==> src/rtl/axi4_lite_pkg.sv <==
// ---------------------------------------------------------------------------
// axi4_lite_pkg
// Shared definitions for the AXI4-Lite register file:
//   OKAY / SLVERR   - response codes driven on bresp / rresp
//   wr_state_t      - write-channel FSM states
//   rd_state_t      - read-channel FSM states
// ---------------------------------------------------------------------------
package axi4_lite_pkg;

    localparam logic [1:0] OKAY   = 2'b00;
    localparam logic [1:0] SLVERR = 2'b10;

    typedef enum logic [1:0] {
        W_IDLE   = 2'd0,
        W_HAVE_A = 2'd1,
        W_HAVE_D = 2'd2,
        W_RESP   = 2'd3
    } wr_state_t;

    typedef enum logic {
        R_IDLE = 1'b0,
        R_DATA = 1'b1
    } rd_state_t;

endpackage

==> src/rtl/axi4_lite_reg_file_rd.sv <==
// ---------------------------------------------------------------------------
// axi4_lite_reg_file_rd
// Read channel of the AXI4-Lite register file: AR/R FSM, address decode and
// read-data mux. Read-only registers return the matching hw_d slice.
// Ports:
//   aclk, aresetn          clock, asynchronous active-low reset
//   araddr/arvalid/arready read address channel
//   rdata/rresp/rvalid/rready read data channel
//   reg_q                  current register contents (from the write path)
//   hw_d                   hardware values for read-only registers
// ---------------------------------------------------------------------------
module axi4_lite_reg_file_rd
    import axi4_lite_pkg::*;
#(
    parameter int               A       = 32,
    parameter int               N       = 4,
    parameter int               NREGS   = 16,
    parameter logic [NREGS-1:0] RO_MASK = '0
) (
    input  logic                   aclk,
    input  logic                   aresetn,
    input  logic [A-1:0]           araddr,
    input  logic                   arvalid,
    output logic                   arready,
    output logic [8*N-1:0]         rdata,
    output logic [1:0]             rresp,
    output logic                   rvalid,
    input  logic                   rready,
    input  logic [NREGS*8*N-1:0]   reg_q,
    input  logic [NREGS*8*N-1:0]   hw_d
);

    localparam int           DW         = 8 * N;
    localparam int           OFF_W      = $clog2(N);
    localparam int           IDX_W      = $clog2(NREGS);
    // One extra bit so NREGS*N never wraps in the comparison.
    localparam logic [A:0]   ADDR_LIMIT = (A+1)'(NREGS * N);

    rd_state_t        r_rstate;
    logic             r_arready;
    logic             r_rvalid;
    logic [1:0]       r_rresp;
    logic [DW-1:0]    r_rdata;

    logic [IDX_W-1:0] w_idx;
    logic             w_in_range;
    logic             w_ar_hs;
    logic [DW-1:0]    w_sel;

    assign w_idx      = araddr[OFF_W +: IDX_W];
    assign w_in_range = ({1'b0, araddr} < ADDR_LIMIT);
    assign w_ar_hs    = arvalid & r_arready;
    assign w_sel      = RO_MASK[w_idx] ? hw_d[int'(w_idx)*DW +: DW]
                                       : reg_q[int'(w_idx)*DW +: DW];

    // Data is captured at the AR handshake, so a write landing on the same
    // edge is not visible to this read.
    always_ff @(posedge aclk or negedge aresetn) begin
        if (!aresetn) begin
            r_rstate  <= R_IDLE;
            r_arready <= 1'b1;
            r_rvalid  <= 1'b0;
            r_rresp   <= OKAY;
            r_rdata   <= '0;
        end else begin
            case (r_rstate)
                R_IDLE: begin
                    if (w_ar_hs) begin
                        r_rdata   <= w_in_range ? w_sel : '0;
                        r_rresp   <= w_in_range ? OKAY : SLVERR;
                        r_rvalid  <= 1'b1;
                        r_arready <= 1'b0;
                        r_rstate  <= R_DATA;
                    end
                end
                R_DATA: begin
                    if (rready) begin
                        r_rvalid  <= 1'b0;
                        r_arready <= 1'b1;
                        r_rstate  <= R_IDLE;
                    end
                end
                default: begin
                    r_rstate  <= R_IDLE;
                    r_arready <= 1'b1;
                    r_rvalid  <= 1'b0;
                end
            endcase
        end
    end

    assign arready = r_arready;
    assign rvalid  = r_rvalid;
    assign rresp   = r_rresp;
    assign rdata   = r_rdata;

endmodule

==> src/rtl/axi4_lite_reg_file.sv <==
// ---------------------------------------------------------------------------
// axi4_lite_reg_file
// AXI4-Lite slave exposing NREGS registers of N bytes each. The write path
// (AW/W/B FSM and register storage) lives here; the read path is the
// axi4_lite_reg_file_rd sub-module. Registers flagged in RO_MASK reject
// writes with SLVERR and read back the matching hw_d slice.
// Optional feature: define AXI4_LITE_REG_FILE_STRB_EN to add the wstrb port
// and byte-granular writes; otherwise every accepted write updates all bytes.
// Ports:
//   aclk, aresetn                 clock, asynchronous active-low reset
//   awaddr/awvalid/awready        write address channel
//   wdata/[wstrb]/wvalid/wready   write data channel
//   bresp/bvalid/bready           write response channel
//   araddr/arvalid/arready        read address channel
//   rdata/rresp/rvalid/rready     read data channel
//   reg_q                         register contents, register k at slice k
//   hw_d                          hardware values for read-only registers
//   wr_pulse                      one-cycle strobe per register written
// ---------------------------------------------------------------------------
module axi4_lite_reg_file
    import axi4_lite_pkg::*;
#(
    parameter int               A       = 32,
    parameter int               N       = 4,
    parameter int               NREGS   = 16,
    parameter logic [NREGS-1:0] RO_MASK = '0
) (
    input  logic                   aclk,
    input  logic                   aresetn,
    input  logic [A-1:0]           awaddr,
    input  logic                   awvalid,
    output logic                   awready,
    input  logic [8*N-1:0]         wdata,
`ifdef AXI4_LITE_REG_FILE_STRB_EN
    input  logic [N-1:0]           wstrb,
`endif
    input  logic                   wvalid,
    output logic                   wready,
    output logic [1:0]             bresp,
    output logic                   bvalid,
    input  logic                   bready,
    input  logic [A-1:0]           araddr,
    input  logic                   arvalid,
    output logic                   arready,
    output logic [8*N-1:0]         rdata,
    output logic [1:0]             rresp,
    output logic                   rvalid,
    input  logic                   rready,
    output logic [NREGS*8*N-1:0]   reg_q,
    input  logic [NREGS*8*N-1:0]   hw_d,
    output logic [NREGS-1:0]       wr_pulse
);

    localparam int           DW         = 8 * N;
    localparam int           OFF_W      = $clog2(N);
    localparam int           IDX_W      = $clog2(NREGS);
    localparam logic [A:0]   ADDR_LIMIT = (A+1)'(NREGS * N);

    function automatic logic [DW-1:0] f_byte_mask(input logic [N-1:0] strb);
        logic [DW-1:0] mask;
        for (int i = 0; i < N; i++) begin
            mask[8*i +: 8] = {8{strb[i]}};
        end
        return mask;
    endfunction

    wr_state_t        r_wstate;
    logic             r_awready;
    logic             r_wready;
    logic [A-1:0]     r_awaddr;
    logic [DW-1:0]    r_wdata;
    logic [N-1:0]     r_wstrb;
    logic             r_bvalid;
    logic [1:0]       r_bresp;
    logic [NREGS-1:0] r_wr_pulse;
    logic [DW-1:0]    r_regs [NREGS];

    logic             w_aw_hs;
    logic             w_w_hs;
    logic             w_commit;
    logic [A-1:0]     w_addr;
    logic [DW-1:0]    w_data;
    logic [N-1:0]     w_strb_in;
    logic [N-1:0]     w_strb;
    logic [DW-1:0]    w_mask;
    logic [IDX_W-1:0] w_idx;
    logic             w_in_range;
    logic             w_ok;

`ifdef AXI4_LITE_REG_FILE_STRB_EN
    assign w_strb_in = wstrb;
`else
    assign w_strb_in = '1;
`endif

    assign w_aw_hs = awvalid & r_awready;
    assign w_w_hs  = wvalid & r_wready;

    // Second of the two channel handshakes completes the write this cycle.
    always_comb begin
        w_commit = 1'b0;
        case (r_wstate)
            W_IDLE:   w_commit = w_aw_hs & w_w_hs;
            W_HAVE_A: w_commit = w_w_hs;
            W_HAVE_D: w_commit = w_aw_hs;
            default:  w_commit = 1'b0;
        endcase
    end

    // Use the live bus for whichever channel is completing right now.
    assign w_addr     = (r_wstate == W_HAVE_A) ? r_awaddr : awaddr;
    assign w_data     = (r_wstate == W_HAVE_D) ? r_wdata  : wdata;
    assign w_strb     = (r_wstate == W_HAVE_D) ? r_wstrb  : w_strb_in;
    assign w_mask     = f_byte_mask(w_strb);
    assign w_idx      = w_addr[OFF_W +: IDX_W];
    assign w_in_range = ({1'b0, w_addr} < ADDR_LIMIT);
    assign w_ok       = w_in_range & ~RO_MASK[w_idx];

    always_ff @(posedge aclk or negedge aresetn) begin
        if (!aresetn) begin
            r_wstate   <= W_IDLE;
            r_awready  <= 1'b1;
            r_wready   <= 1'b1;
            r_awaddr   <= '0;
            r_wdata    <= '0;
            r_wstrb    <= '0;
            r_bvalid   <= 1'b0;
            r_bresp    <= OKAY;
            r_wr_pulse <= '0;
            for (int k = 0; k < NREGS; k++) begin
                r_regs[k] <= '0;
            end
        end else begin
            r_wr_pulse <= '0;
            case (r_wstate)
                W_IDLE: begin
                    if (w_aw_hs && !w_w_hs) begin
                        r_awaddr  <= awaddr;
                        r_awready <= 1'b0;
                        r_wstate  <= W_HAVE_A;
                    end else if (w_w_hs && !w_aw_hs) begin
                        r_wdata   <= wdata;
                        r_wstrb   <= w_strb_in;
                        r_wready  <= 1'b0;
                        r_wstate  <= W_HAVE_D;
                    end
                end
                W_RESP: begin
                    if (bready) begin
                        r_bvalid  <= 1'b0;
                        r_awready <= 1'b1;
                        r_wready  <= 1'b1;
                        r_wstate  <= W_IDLE;
                    end
                end
                default: ;
            endcase
            // Rejected writes still get a response but touch no state.
            if (w_commit) begin
                r_wstate  <= W_RESP;
                r_awready <= 1'b0;
                r_wready  <= 1'b0;
                r_bvalid  <= 1'b1;
                r_bresp   <= w_ok ? OKAY : SLVERR;
                if (w_ok) begin
                    r_regs[w_idx] <= (r_regs[w_idx] & ~w_mask) | (w_data & w_mask);
                    r_wr_pulse    <= {{(NREGS-1){1'b0}}, 1'b1} << w_idx;
                end
            end
        end
    end

    always_comb begin
        reg_q = '0;
        for (int k = 0; k < NREGS; k++) begin
            reg_q[k*DW +: DW] = r_regs[k];
        end
    end

    assign awready  = r_awready;
    assign wready   = r_wready;
    assign bvalid   = r_bvalid;
    assign bresp    = r_bresp;
    assign wr_pulse = r_wr_pulse;

    axi4_lite_reg_file_rd #(
        .A       (A),
        .N       (N),
        .NREGS   (NREGS),
        .RO_MASK (RO_MASK)
    ) u_rd (
        .aclk    (aclk),
        .aresetn (aresetn),
        .araddr  (araddr),
        .arvalid (arvalid),
        .arready (arready),
        .rdata   (rdata),
        .rresp   (rresp),
        .rvalid  (rvalid),
        .rready  (rready),
        .reg_q   (reg_q),
        .hw_d    (hw_d)
    );

endmodule

==> config.mk <==
export PLATFORM = sky130hd
export DESIGN_NAME = axi4_lite_reg_file
export DESIGN_NICKNAME = d
export VERILOG_FILES = /design/src/rtl/axi4_lite_pkg.sv /design/src/rtl/axi4_lite_reg_file_rd.sv /design/src/rtl/axi4_lite_reg_file.sv
export SDC_FILE = /design/constraint.sdc
export NUM_CORES = 1
export LEC_CHECK = 0
export BUFFER_PORTS_ARGS = -buffer_cell sky130_fd_sc_hd__buf_2
export CORE_AREA = 2 2 458 460
export DETAILED_ROUTE_END_ITERATION = 6
export DIE_AREA = 0 0 460 462
export MAX_ROUTING_LAYER = met4
export SYNTH_ARGS = -nofsm -noshare
export SYNTH_HDL_FRONTEND = slang
export SYNTH_SLANG_ARGS = --single-unit
==> constraint.sdc <==
create_clock -name aclk -period 6.9 [get_ports aclk]
set_input_delay 0 -clock aclk [delete_from_list [all_inputs] [get_ports aclk]]
set_output_delay 0 -clock aclk [all_outputs]
set_load 0.01 [all_outputs]
==> impl_metrics.prom <==
# TYPE chip_impl_metric gauge
chip_impl_info{name="layout_commonest_cell",value="sky130_fd_sc_hd__buf_2"} 1
chip_impl_metric{name="route.detailed.drc",unit=""} 0
chip_impl_metric{name="synth_area",unit="mm²"} 0.0351
chip_impl_metric{name="power.share.switching",unit=""} 0.316
chip_impl_metric{name="boundary_pin_count",unit=""} 1184
chip_impl_info{name="crit_path_end_kind",value="flop"} 1
chip_impl_metric{name="power.share.sequential",unit=""} 0.404
chip_impl_metric{name="antenna_found_initial",unit=""} 22
chip_impl_metric{name="initialDrtViolationCount",unit=""} 4238
chip_impl_metric{name="yosysSeqAreaShare",unit=""} 0.451
chip_impl_metric{name="htree_levels",unit=""} 3
chip_impl_metric{name="track_usage",unit=""} 0.197
chip_impl_metric{name="post_layout_nonfiller_instances",unit=""} 6395
chip_impl_metric{name="number_of_flops_mapped_to_enable_cells_by_yosys",unit=""} 0
chip_impl_metric{name="vias",unit=""} 32700
chip_impl_metric{name="fraction_of_layout_cells_with_a_size_suffix_above_1",unit=""} 0.330
chip_impl_metric{name="cts_inserted_buffers",unit=""} 76
chip_impl_metric{name="worstPathArrival",unit="ns"} 5.23
chip_impl_metric{name="design.core.area",unit="mm²"} 0.208
chip_impl_metric{name="vdd_drop_max",unit="µV"} 168
chip_impl_metric{name="synth.avg_cell_area",unit="µm²"} 11.6
chip_impl_metric{name="maxSlewViolCount",unit=""} 0
chip_impl_info{name="min_path_type",value="in -> reg"} 1
chip_impl_metric{name="drv_cap",unit=""} 0
chip_impl_metric{name="finalWeightedCongestion",unit=""} 0.877
chip_impl_metric{name="die_width",unit="µm"} 460
chip_impl_metric{name="switching_power",unit="W"} 0.00296
chip_impl_metric{name="async_flop_share",unit=""} 1.00
chip_impl_metric{name="finalHoldViolations",unit=""} 0
chip_impl_metric{name="num_rows",unit=""} 168
chip_impl_info{name="cp-start-kind",value="flop"} 1
chip_impl_metric{name="areaGrowthSynthToFinish",unit="%"} 27.0
chip_impl_metric{name="fp.dieH",unit="µm"} 462
chip_impl_metric{name="fin_crit",unit="ns"} 4.71
chip_impl_metric{name="wl_met3",unit="µm"} 33000
chip_impl_info{name="crit_path_cell_trace",value="nand2b_1, buf_4, a41oi_1, a21oi_4, nand2_4, nor3_4, buf_4, a31oi_1"} 1
chip_impl_metric{name="globalRoute.totalOverflow",unit=""} 0
chip_impl_metric{name="p_int",unit="W"} 0.00640
chip_impl_info{name="postSynth.topFlopCell",value="sky130_fd_sc_hd__dfrtp_1"} 1
chip_impl_metric{name="grt_pass1_wl",unit="µm"} 281000
chip_impl_metric{name="met1Wirelength",unit="µm"} 80900
chip_impl_metric{name="route.final.wire_length",unit="µm"} 211000
chip_impl_metric{name="power_per_cell_area",unit="mW/mm²"} 210
chip_impl_info{name="grt_setup_unrepaired",value="false"} 1
chip_impl_metric{name="critPathMaxFanout",unit=""} 33
chip_impl_info{name="cts_tree",value="yes"} 1
chip_impl_metric{name="measured_slew_at_the_worst_slew_check_pin",unit="ns"} 1.29
chip_impl_metric{name="clock-sinks",unit=""} 633
chip_impl_metric{name="drt-pass1-iter-count",unit=""} 6
chip_impl_metric{name="port_buffer_cells",unit=""} 665
chip_impl_info{name="yosys-top-cells-area",value="sky130_fd_sc_hd__dfrtp_1 (45%), sky130_fd_sc_hd__mux2i_1 (15%), sky130_fd_sc_hd__mux4_2 (10%), sky130_fd_sc_hd__a31oi_1 (6.9%), sky130_fd_sc_hd__a22oi_1 (5.5%)"} 1
chip_impl_metric{name="flop2flop_setup_slack",unit="ns"} 2.19
chip_impl_metric{name="pwr-share-comb",unit=""} 0.146
chip_impl_metric{name="synth_cells",unit=""} 3027
chip_impl_info{name="yosysTopAreaCell",value="sky130_fd_sc_hd__dfrtp_1"} 1
chip_impl_metric{name="final.setup_skew",unit="ns"} 0.0545
chip_impl_info{name="critical-path-top-cell-by-count",value="sky130_fd_sc_hd__buf_4"} 1
chip_impl_info{name="cts_root_buf",value="sky130_fd_sc_hd__clkbuf_16"} 1
chip_impl_metric{name="power_leakage",unit="nW"} 23.0
chip_impl_metric{name="insertion_delay",unit="ns"} 0.73
chip_impl_metric{name="synth_warnings",unit=""} 0
chip_impl_metric{name="relSlewSlack",unit=""} 0.134
chip_impl_metric{name="max_freq",unit="MHz"} 212
chip_impl_metric{name="synth_cell_type_count",unit=""} 51
chip_impl_info{name="timing.setup.critical_path_class",value="reg -> reg"} 1
chip_impl_metric{name="critical_path_required",unit="ns"} 7.42
chip_impl_metric{name="layout.nets",unit=""} 4210
chip_impl_metric{name="final_setup_violations",unit=""} 0
chip_impl_info{name="mostFrequentLayoutCells",value="sky130_fd_sc_hd__buf_2 (660), sky130_fd_sc_hd__dfrtp_1 (629), sky130_fd_sc_hd__mux2i_1 (512)"} 1
chip_impl_metric{name="crit_path_max_incr_delay",unit="ns"} 0.87
chip_impl_metric{name="final_antenna_net_count",unit=""} 0
chip_impl_info{name="critical-path-slowest-cell",value="sky130_fd_sc_hd__a21oi_4"} 1
chip_impl_metric{name="post_detailed_placement_half_perimeter_wirelength",unit="µm"} 150000
chip_impl_metric{name="first_global_vias",unit=""} 31900
chip_impl_metric{name="setup_tns",unit="ns"} 0
chip_impl_metric{name="worst_setup_hold_path_clk_slew",unit="ns"} 0.06
chip_impl_metric{name="wl_per_cell",unit="µm"} 33.0
chip_impl_metric{name="vias_per_cell",unit=""} 5.12
chip_impl_metric{name="placedCellCount",unit=""} 6163
chip_impl_metric{name="cts.repair_timing.setup_buffer_count",unit=""} 0
chip_impl_metric{name="cts-root-to-sink-buffers",unit=""} 3
chip_impl_metric{name="met2_length",unit="µm"} 84500
chip_impl_info{name="highest-signal-layer",value="met4"} 1
chip_impl_metric{name="ys_seq_elements",unit=""} 633
chip_impl_metric{name="finalPower",unit="W"} 0.00937
chip_impl_metric{name="grt_start_max_net_pins",unit=""} 170
chip_impl_metric{name="final.period_utilization",unit=""} 0.682
chip_impl_metric{name="floorplan.initialDensity",unit=""} 0.169
chip_impl_info{name="run_status",value="completed"} 1
chip_impl_metric{name="fp.dieArea",unit="mm²"} 0.213
chip_impl_metric{name="post-synth-top-area-fraction",unit=""} 0.449
chip_impl_metric{name="clock_power_share",unit=""} 0.449
==> cells by family (layout without fill, tap and decap cells) <==
kind of cell | count (synthesis) | in the layout | synth area share
buffers and inverters | 387 | 1012 | 0.0570
AND/OR/NAND/NOR | 283 | 283 | 0.0481
multiplexers | 734 | 734 | 0.268
AO/OA/AOI/OAI | 989 | 989 | 0.176
flip-flops | 633 | 633 | 0.451
other | 1 | 24 | 0.000107
==> worst paths after layout <==
| path | startpoint | endpoint | cells after the start |
|---|---|---|---|
| min in group asynchronous | aresetn | reg_q[289] | 4 |
| min | wdata[29] | r_wdata[29] | 3 |
| max reg2reg | r_wstate[1] | reg_q[45] | 8 |
| max | r_wstate[1] | reg_q[45] | 8 |
| max in group asynchronous | aresetn | r_wdata[20] | 5 |
| min reg2reg | u_rd.rdata[13] | u_rd.rdata[13] | 2 |
==> metrics by stage <==
step / setup slack [ns] / util / cell area (µm²) / hold slack [ns]
4_1_cts: 2.27 / 0.214 / 44600 / 0.00353
3_5_place_dp: 2.30 / 0.198 / 41300 / -0.0156
3_3_place_gp: 2.37 / 0.198 / 41300 / -0.0219
5_1_grt: 1.99 / 0.214 / 44600 / 0.0466
2_1_floorplan: 4.71 / - / 35100 / -0.296
6_report: 2.19 / 0.215 / 44600 / 0.0689
==> worst max-delay path: cells and delay by family, from the launching register on <==
family,cells,cell delay [ns]
compound gates,3,1.19
buf+inv,2,1.07
simple gates,3,1.48
flops,1,0.69
==> repair_timing <==
item	CTS	global route
endpoints found under the hold margin	610	0
hold buffers	74	0
gates resized for setup	0	0
==> layout make-up <==
type / instances / area, µm²
clock buffers: 103 / 2120
multi-input cells: 2008 / 17700
diodes: 22 / 55.1
inverters: 38 / 143
fillers: 22400 / 163000
well taps: 2720 / 3400
flip-flops and latches: 633 / 15800
repair buffers: 838 / 4990
clock inverters: 33 / 412
==> sequential cells by signal (all words and copies together), names as in the netlist, 2 cells and up <==
| name | count |
|---|---|
| r_awaddr | 30 |
| u_rd.rdata | 32 |
| r_wstate | 2 |
| reg_q | 512 |
| wr_pulse | 16 |
| r_wdata | 32 |
==> cells in the mapped netlist, types with 5 or more instances <==
library cell                 n
sky130_fd_sc_hd__dfrtp_1   630
sky130_fd_sc_hd__nand2_1    78
sky130_fd_sc_hd__nor2_2      5
sky130_fd_sc_hd__a22oi_1   256
sky130_fd_sc_hd__o21ai_0    42
sky130_fd_sc_hd__mux2_2     58
sky130_fd_sc_hd__buf_6      10
sky130_fd_sc_hd__clkbuf_1   96
sky130_fd_sc_hd__nor3_2     47
sky130_fd_sc_hd__inv_1      38
sky130_fd_sc_hd__nand4_1     5
sky130_fd_sc_hd__a21oi_1   258
sky130_fd_sc_hd__nor2_1     46
sky130_fd_sc_hd__nand3_2    10
sky130_fd_sc_hd__buf_1       8
sky130_fd_sc_hd__o21ai_1    32
sky130_fd_sc_hd__nor4_1     17
sky130_fd_sc_hd__mux4_2    160
sky130_fd_sc_hd__mux2i_1   514
sky130_fd_sc_hd__buf_4      71
sky130_fd_sc_hd__buf_2     163
sky130_fd_sc_hd__nor3_1     18
sky130_fd_sc_hd__nor2b_1    34
sky130_fd_sc_hd__a31oi_1   386
==> power by group through the flow <==
stage | sequential, W | combinational (W) | clock (W)
2_1_floorplan | 0.00384 | 0.000655 | 0
3_3_place_gp | 0.00385 | 0.00129 | 0
3_5_place_dp | 0.00386 | 0.00131 | 0
4_1_cts | 0.00379 | 0.00135 | 0.00426
5_1_grt | 0.00379 | 0.00143 | 0.00439
6_report | 0.00379 | 0.00137 | 0.00421
==> layer usage <==
layer,up-vias,GRT usage
met1,16600,0.233
met3,591,0.105
met4,0,0.106
met5,-,-
met2,2532,0.263
li1,13000,-
Note: power is estimated with default switching activity, not from simulation.
